==> src/rtl/alu_req_arbiter.sv <==
// ============================================================================
//  Module      : alu_req_arbiter
//  Description : Round-robin arbiter sharing one ALU between two requesters,
//                with valid/ready handshakes on command and response sides.
//                Optional macro ALU_ARB_OPCNT_EN adds per-requester op counters.
//  Revision    : 1.0 - initial release
// ============================================================================
`default_nettype none

module alu_req_arbiter #(
    parameter int IN_WIDTH  = 16,
    parameter int RES_WIDTH = 32,
    parameter int ALU_LAT   = 1
) (
    input  logic                 clk,
    input  logic                 rst,
    input  logic                 req0_valid,
    output logic                 req0_ready,
    input  logic [IN_WIDTH-1:0]  req0_a,
    input  logic [IN_WIDTH-1:0]  req0_b,
    input  logic [3:0]           req0_fun,
    input  logic                 req1_valid,
    output logic                 req1_ready,
    input  logic [IN_WIDTH-1:0]  req1_a,
    input  logic [IN_WIDTH-1:0]  req1_b,
    input  logic [3:0]           req1_fun,
    output logic                 rsp0_valid,
    input  logic                 rsp0_ready,
    output logic                 rsp1_valid,
    input  logic                 rsp1_ready,
    output logic [RES_WIDTH-1:0] rsp_data,
    output logic                 rsp_carry,
    output logic                 rsp_err,
    output logic                 busy,
`ifdef ALU_ARB_OPCNT_EN
    output logic [15:0]          op_cnt0,
    output logic [15:0]          op_cnt1,
`endif
    output logic [IN_WIDTH-1:0]  alu_a,
    output logic [IN_WIDTH-1:0]  alu_b,
    output logic [3:0]           alu_fun,
    input  logic [RES_WIDTH-1:0] alu_arith_out,
    input  logic                 alu_carry,
    input  logic [15:0]          alu_logic_out,
    input  logic [3:0]           alu_cmp_out,
    input  logic [16:0]          alu_shift_out,
    input  logic                 alu_arith_flag,
    input  logic                 alu_logic_flag,
    input  logic                 alu_cmp_flag,
    input  logic                 alu_shift_flag
);

    localparam int c_CNT_W = (ALU_LAT < 2) ? 1 : $clog2(ALU_LAT + 1);
    localparam logic [c_CNT_W-1:0] c_CNT_ONE = c_CNT_W'(1);
    localparam logic [c_CNT_W-1:0] c_CNT_LOAD = c_CNT_W'(ALU_LAT);

    localparam logic [1:0] c_IDLE = 2'd0;
    localparam logic [1:0] c_WAIT = 2'd1;
    localparam logic [1:0] c_RESP = 2'd2;

    logic [1:0]           r_state;
    logic [1:0]           w_next_state;
    logic                 r_last;          // 1: requester 1 was served last
    logic                 r_owner;
    logic [c_CNT_W-1:0]   r_cnt;
    logic [IN_WIDTH-1:0]  r_alu_a;
    logic [IN_WIDTH-1:0]  r_alu_b;
    logic [3:0]           r_alu_fun;
    logic [RES_WIDTH-1:0] r_rsp_data;
    logic                 r_rsp_carry;
    logic                 r_rsp_err;

    logic                 w_req0_ready;
    logic                 w_req1_ready;
    logic                 w_accept;
    logic                 w_capture;
    logic                 w_handshake;
    logic [RES_WIDTH-1:0] w_cap_data;
    logic                 w_cap_carry;
    logic                 w_cap_err;

    always_ff @(posedge clk) begin
        if (rst) begin
            r_state <= c_IDLE;
        end else begin
            r_state <= w_next_state;
        end
    end

    always_comb begin
        w_next_state = r_state;
        w_req0_ready = 1'b0;
        w_req1_ready = 1'b0;
        w_capture    = 1'b0;
        w_handshake  = 1'b0;
        case (r_state)
            c_IDLE: begin
                // Ready is held low while reset is asserted so no output leaks a 1.
                if (!rst) begin
                    w_req0_ready = req0_valid && (!req1_valid || r_last);
                    w_req1_ready = req1_valid && (!req0_valid || !r_last);
                end
                if (w_req0_ready || w_req1_ready) begin
                    w_next_state = c_WAIT;
                end
            end
            c_WAIT: begin
                if (r_cnt == '0) begin
                    w_capture    = 1'b1;
                    w_next_state = c_RESP;
                end
            end
            c_RESP: begin
                if ((!r_owner && rsp0_ready) || (r_owner && rsp1_ready)) begin
                    w_handshake  = 1'b1;
                    w_next_state = c_IDLE;
                end
            end
            default: begin
                w_next_state = c_IDLE;
            end
        endcase
    end

    assign w_accept = w_req0_ready || w_req1_ready;

    always_comb begin
        w_cap_data  = '0;
        w_cap_carry = 1'b0;
        w_cap_err   = 1'b0;
        case (r_alu_fun[3:2])
            2'b00: begin
                w_cap_data  = alu_arith_out;
                w_cap_carry = alu_carry;
                w_cap_err   = !alu_arith_flag;
            end
            2'b01: begin
                w_cap_data = {{(RES_WIDTH-16){1'b0}}, alu_logic_out};
                w_cap_err  = !alu_logic_flag;
            end
            2'b10: begin
                w_cap_data = {{(RES_WIDTH-4){1'b0}}, alu_cmp_out};
                w_cap_err  = !alu_cmp_flag;
            end
            default: begin
                w_cap_data = {{(RES_WIDTH-17){1'b0}}, alu_shift_out};
                w_cap_err  = !alu_shift_flag;
            end
        endcase
    end

    always_ff @(posedge clk) begin
        if (rst) begin
            r_last      <= 1'b1;
            r_owner     <= 1'b0;
            r_cnt       <= '0;
            r_alu_a     <= '0;
            r_alu_b     <= '0;
            r_alu_fun   <= '0;
            r_rsp_data  <= '0;
            r_rsp_carry <= 1'b0;
            r_rsp_err   <= 1'b0;
        end else begin
            if (w_accept) begin
                r_alu_a   <= w_req1_ready ? req1_a   : req0_a;
                r_alu_b   <= w_req1_ready ? req1_b   : req0_b;
                r_alu_fun <= w_req1_ready ? req1_fun : req0_fun;
                r_owner   <= w_req1_ready;
                r_last    <= w_req1_ready;
                r_cnt     <= c_CNT_LOAD;
            end else if ((r_state == c_WAIT) && (r_cnt != '0)) begin
                r_cnt <= r_cnt - c_CNT_ONE;
            end
            if (w_capture) begin
                r_rsp_data  <= w_cap_data;
                r_rsp_carry <= w_cap_carry;
                r_rsp_err   <= w_cap_err;
            end
        end
    end

`ifdef ALU_ARB_OPCNT_EN
    logic [15:0] r_op_cnt0;
    logic [15:0] r_op_cnt1;

    always_ff @(posedge clk) begin
        if (rst) begin
            r_op_cnt0 <= '0;
            r_op_cnt1 <= '0;
        end else if (w_handshake) begin
            if (r_owner) begin
                r_op_cnt1 <= r_op_cnt1 + 16'd1;
            end else begin
                r_op_cnt0 <= r_op_cnt0 + 16'd1;
            end
        end
    end

    assign op_cnt0 = r_op_cnt0;
    assign op_cnt1 = r_op_cnt1;
`else
    logic w_unused_hs;
    assign w_unused_hs = w_handshake;
`endif

    assign req0_ready = w_req0_ready;
    assign req1_ready = w_req1_ready;
    assign rsp0_valid = (r_state == c_RESP) && !r_owner;
    assign rsp1_valid = (r_state == c_RESP) && r_owner;
    assign rsp_data   = r_rsp_data;
    assign rsp_carry  = r_rsp_carry;
    assign rsp_err    = r_rsp_err;
    assign busy       = (r_state != c_IDLE);
    assign alu_a      = r_alu_a;
    assign alu_b      = r_alu_b;
    assign alu_fun    = r_alu_fun;

endmodule

`default_nettype wire

==> config.mk <==
export PLATFORM = sky130hd
export DESIGN_NAME = alu_req_arbiter
export DESIGN_NICKNAME = d
export VERILOG_FILES = /design/src/rtl/alu_req_arbiter.sv
export SDC_FILE = /design/constraint.sdc
export NUM_CORES = 1
export LEC_CHECK = 0
export BUFFER_PORTS_ARGS = -buffer_cell sky130_fd_sc_hd__clkbuf_2
export CAP_MARGIN = 20
export CORE_MARGIN = 4
export CORE_UTILIZATION = 30
export CTS_CLUSTER_SIZE = 20
export DETAILED_ROUTE_END_ITERATION = 10
export PLACE_DENSITY = 0.65
export SYNTH_ARGS = -nofsm -noshare
export SYNTH_HDL_FRONTEND = slang
export SYNTH_SLANG_ARGS = --single-unit
==> constraint.sdc <==
create_clock -name clk -period 1.5 [get_ports clk]
set_clock_uncertainty 0.05 [all_clocks]
set_input_delay 0.3 -clock clk [delete_from_list [all_inputs] [get_ports clk]]
set_output_delay 0.3 -clock clk [all_outputs]
set_load 0.02 [all_outputs]
# Word-level counts from Yosys, hierarchy flattened
# Cells that the tools add are included.
# op_classes
n_eq_ne	7
n_reduce_logical	25
muxes	20
n_addsub	1
# ops
cell	count
32-bit case mux with 3 select lines	1
16-bit 2-to-1 mux	2
1-bit 2-to-1 mux	11
1-bit logical NOT	8
1-bit logical AND	7
2-bit 2-to-1 mux	3
2-bit != test (second input constant)	3
2-bit case mux with 3 select lines	1
1-bit logical OR	5
2-bit by 1-bit equality test with 1-bit output (second input constant)	2
2-bit equality test (second input constant)	2
2-bit logical NOT	2
4-bit 2-to-1 mux	1
2-bit nonzero test	2
1-bit case mux with 3 select lines	1
3-bit AND reduction	1
1-bit subtractor (second input constant)	1
# totals
output_inout_bits	75
regBits	75
inputBits	152
elab_cells	63

# Depth between registers and ports, before layout
# logic_depth
depth_word	8
mapped_depth	6
depth_no_buf	3

# Worst setup path before layout
# Ideal clock, no wire load.
# synth_path
kind	register -> output
startpoint	register r_state[1]
endpoint	output port req1_ready
path_stages_with_launch	6
slack_ns	-0.213
n_path_buf	3
t_arrival_ns	1.363
cell_sequence	dfxtp_1 buf_6 or3_4 buf_6 buf_6 nor2_1
# synth_via
elab_chain_cells	2
# synth_rtl
element	line	rtl
start, declared	61	logic [1:0] r_state;
start signal, assigned	84	r_state <= c_IDLE;
start signal, assigned	86	r_state <= w_next_state;
2-bit logical NOT	96	case (r_state)
1-bit 2-to-1 mux	96	
end, declared	23	output logic req1_ready,
# Every way passes these cells.

# Worst setup path in the final report
# layout_path
startpoint	register r_state[0]
endpoint	output port req0_ready
# layout_via
elab_chain_cells	2
# layout_rtl
element	line	rtl
2-bit logical NOT	96	
1-bit 2-to-1 mux	96	
end, declared	18	output logic req0_ready,
# Every way passes these cells.

==> flow_summary.yaml <==
yosys:
  synth_common_cells: "dfxtp_1, a21oi_1, nand3_1"
  postSynthCellCount: 417
  synth_top_cell_by_area: "dfxtp_1"
  synth.most_common_cell: "dfxtp_1"
  ys_top_cells_by_area: "dfxtp_1, a311oi_1, a21oi_1, nand3_1, o21ai_0"
  mappedNetlistArea_um2: 3677
  syn_area_per_cell_um2: 8.818
  seq_area_frac_synth_pct: 40.83
  async_reset_ff_share_pct: 0
  syn-num-nets: 569
  synthFlopType: "dfxtp_1"
  synth_edf_count: 0
  yosys_warnings: 0
  synth-seq-cells: 75
  yosysTopAreaCellShare_pct: 40.83
  synth_cell_types: 34
worst_setup_path:
  cp.buffers_inverters: 1
  cpPeakStageDelay_ps: 400
  cp-end-kind: "output pin"
  critical_path_arrival_ps: 1450
  path_delay_family: "simple AND/OR/NAND/NOR gates"
  critPathMaxFanout: 4
  required_ps: 1150
  start_kind: "register"
  cp_slowest_cell: "or3_4"
  criticalPathCategory: "register to output pin"
  worstPathCellList: "or3_4 -> a211oi_4 -> clkbuf_8"
clock_tree:
  h-tree-depth: 3
  clk_latency_ps: 330
  clock-sinks: 75
  clk_pin_slew_ps: 70
  cts_hold_buf: 0
  clk_path_buf_depth: 2
  cts_buffers: 9
  cts_tree: "built"
  root_buffer: "clkbuf_16"
sta:
  hold_slack_ps: 157.1
  rsz0062_at_grt: "true"
  timing.final.crit_share_pct: 120.1
  maxSlewViolCount: 0
  setup_tns_ps: -1006
  setup_ws_ps: -300.8
  fmax_ghz: 0.5553
  max-slew-margin-rel_pct: 72.48
  fin_crit_ps: 1801
  hold_viol: 0
  setup_violations: 7
  tightest_slew_ps: 412.9
power_and_ir_drop:
  leakagePower_uw: 0.002476
  power.density_nw_per_um2: 1076
  ir_worst_vdd_mv: 0.4657
layout:
  area_delta_synth_final_pct: 55.49
  final_cells: 797
  drive_gt1_share_pct: 50.92
  fin_nets: 797
  num_antenna_cells: 0
  final_cell_area_um2: 5718
placement:
  placed_area_um2: 5045
  gp_congestion: 0.8099
  hpwl_mm: 9.325
  portBuffers: 226
  placedCellCount: 768
  pre_cts_slack_ps: -119.7
floorplan:
  initial_core_util_pct: 30.61
  ioPinCount: 227
  die_height_um: 118.7
  die_w_um: 118.7
  num_rows: 40
  dieArea_um2: 14090
  coreArea_um2: 12010
grt:
  grt_max_degree: 76
  grt_overflow: 0
  grt_pass1_wl_mm: 20.38
  grt_usage_pct: 17.63
  antenna_found_initial: 0
  grt_pass1_vias: 4129
detailed_routing:
  antenna_left: 0
  drc: 0
  drt_iter0_markers: 269
  firstDrtPassIters: 5
  routed_via_density: 5.350
  vias: 4264
  finalWirelength_mm: 13.44
  wl_per_cell_um: 16.86
outcome:
  outcome: "finished, violations left"
  violations: "negative setup slack"
flow_run:
  drv_cap: 0
min_path:
  hp-class: "primary input to register"
layer usage:
layer  global-route usage (%)  up-vias  routed length, um
li1                         -     2036                  -
met1                    20.88     1977               5367
met2                    30.48      231               6477
met3                    4.833       20               1324
met4                    6.300        0                270
met5                        0        -                  0
cell usage in the layout (no fill, tap or decap), types with 2 or more instances in the layout:
master and instances:
buf_6 4, clkinvlp_4 2, and3_4 2, buf_16 2
a221oi_1 2, dfxtp_1 72, o21ai_0 24, a311oi_2 3
inv_1 3, o21ai_1 13, a311oi_1 34, a221oi_2 10
nor2_1 14, a21oi_1 59, dfxtp_2 2, clkbuf_16 13
inv_6 3, nand3_1 54, clkbuf_2 220, mux2_2 12
nor3_1 12, nand2_1 26, buf_8 4, buf_4 20
buf_12 12, mux4_2 5
worst register-to-register path: cells and delay by family (launching register included):
kind | cells | cell delay [ps]
buffers and inverters | 1 | 250
AND/OR/NAND/NOR | 1 | 400
flip-flops | 1 | 330
AO/OA/AOI/OAI | 2 | 350
logic make-up (layout without fill, tap and decap cells):
group / after synthesis / count (layout) / share of synthesized area (%)
buf+inv: 54 / 287 / 8.200
simple gates: 118 / 118 / 15.65
flops: 75 / 75 / 40.83
compound gates: 152 / 152 / 28.31
mux: 18 / 18 / 7.009
layout make-up:
type                            count  area, um^2
Sequential cell                    75        1508
Tap cell                          147       183.9
Clock buffer                        9       225.2
Fill cell                        1138        6294
Timing Repair Buffer              267        1765
Inverter                            4       17.52
Clock inverter                      7       82.58
Multi-Input combinational cell    288        1936
registers in the layout, summed over array words and instances (netlist names):
signal,flops
r_owner,1
rsp_data,32
alu_a,16
rsp_carry,1
r_cnt,1
r_last,1
r_state,2
alu_fun,4
alu_b,16
rsp_err,1
power breakdown:
group	internal, uW	switching (uW)
combinational	758	906
sequential	2150	97.5
clock	1320	918
per-stage QoR:
step                utilization, %  total power, uW
CTS                          46.07             6117
global placement             42.00             3722
global route                 47.60             6453
floorplan                        -             3169
finish                       47.60             6151
detailed placement           42.00             3755
final timing paths:
| path | start | slack, ps | depth (start not counted) | endpoint |
|---|---|---|---|---|
| hold reg to reg | rsp_data[18] | 400 | 2 | rsp_data[18] |
| setup / recovery | r_state[0] | -300 | 3 | req0_ready |
| hold / removal | alu_arith_out[24] | 160 | 3 | rsp_data[24] |
| setup reg to reg | r_state[0] | -10 | 4 | alu_b[15] |
what timing repair did:
item	4_1_cts	5_1_grt
hold endpoints to repair	0	0
gates resized for setup	26	28
cloned	2	4
setup endpoints to repair	37	59
setup buffers	4	3
pin swaps	7	6
Note: power is estimated with default switching activity, not from simulation.
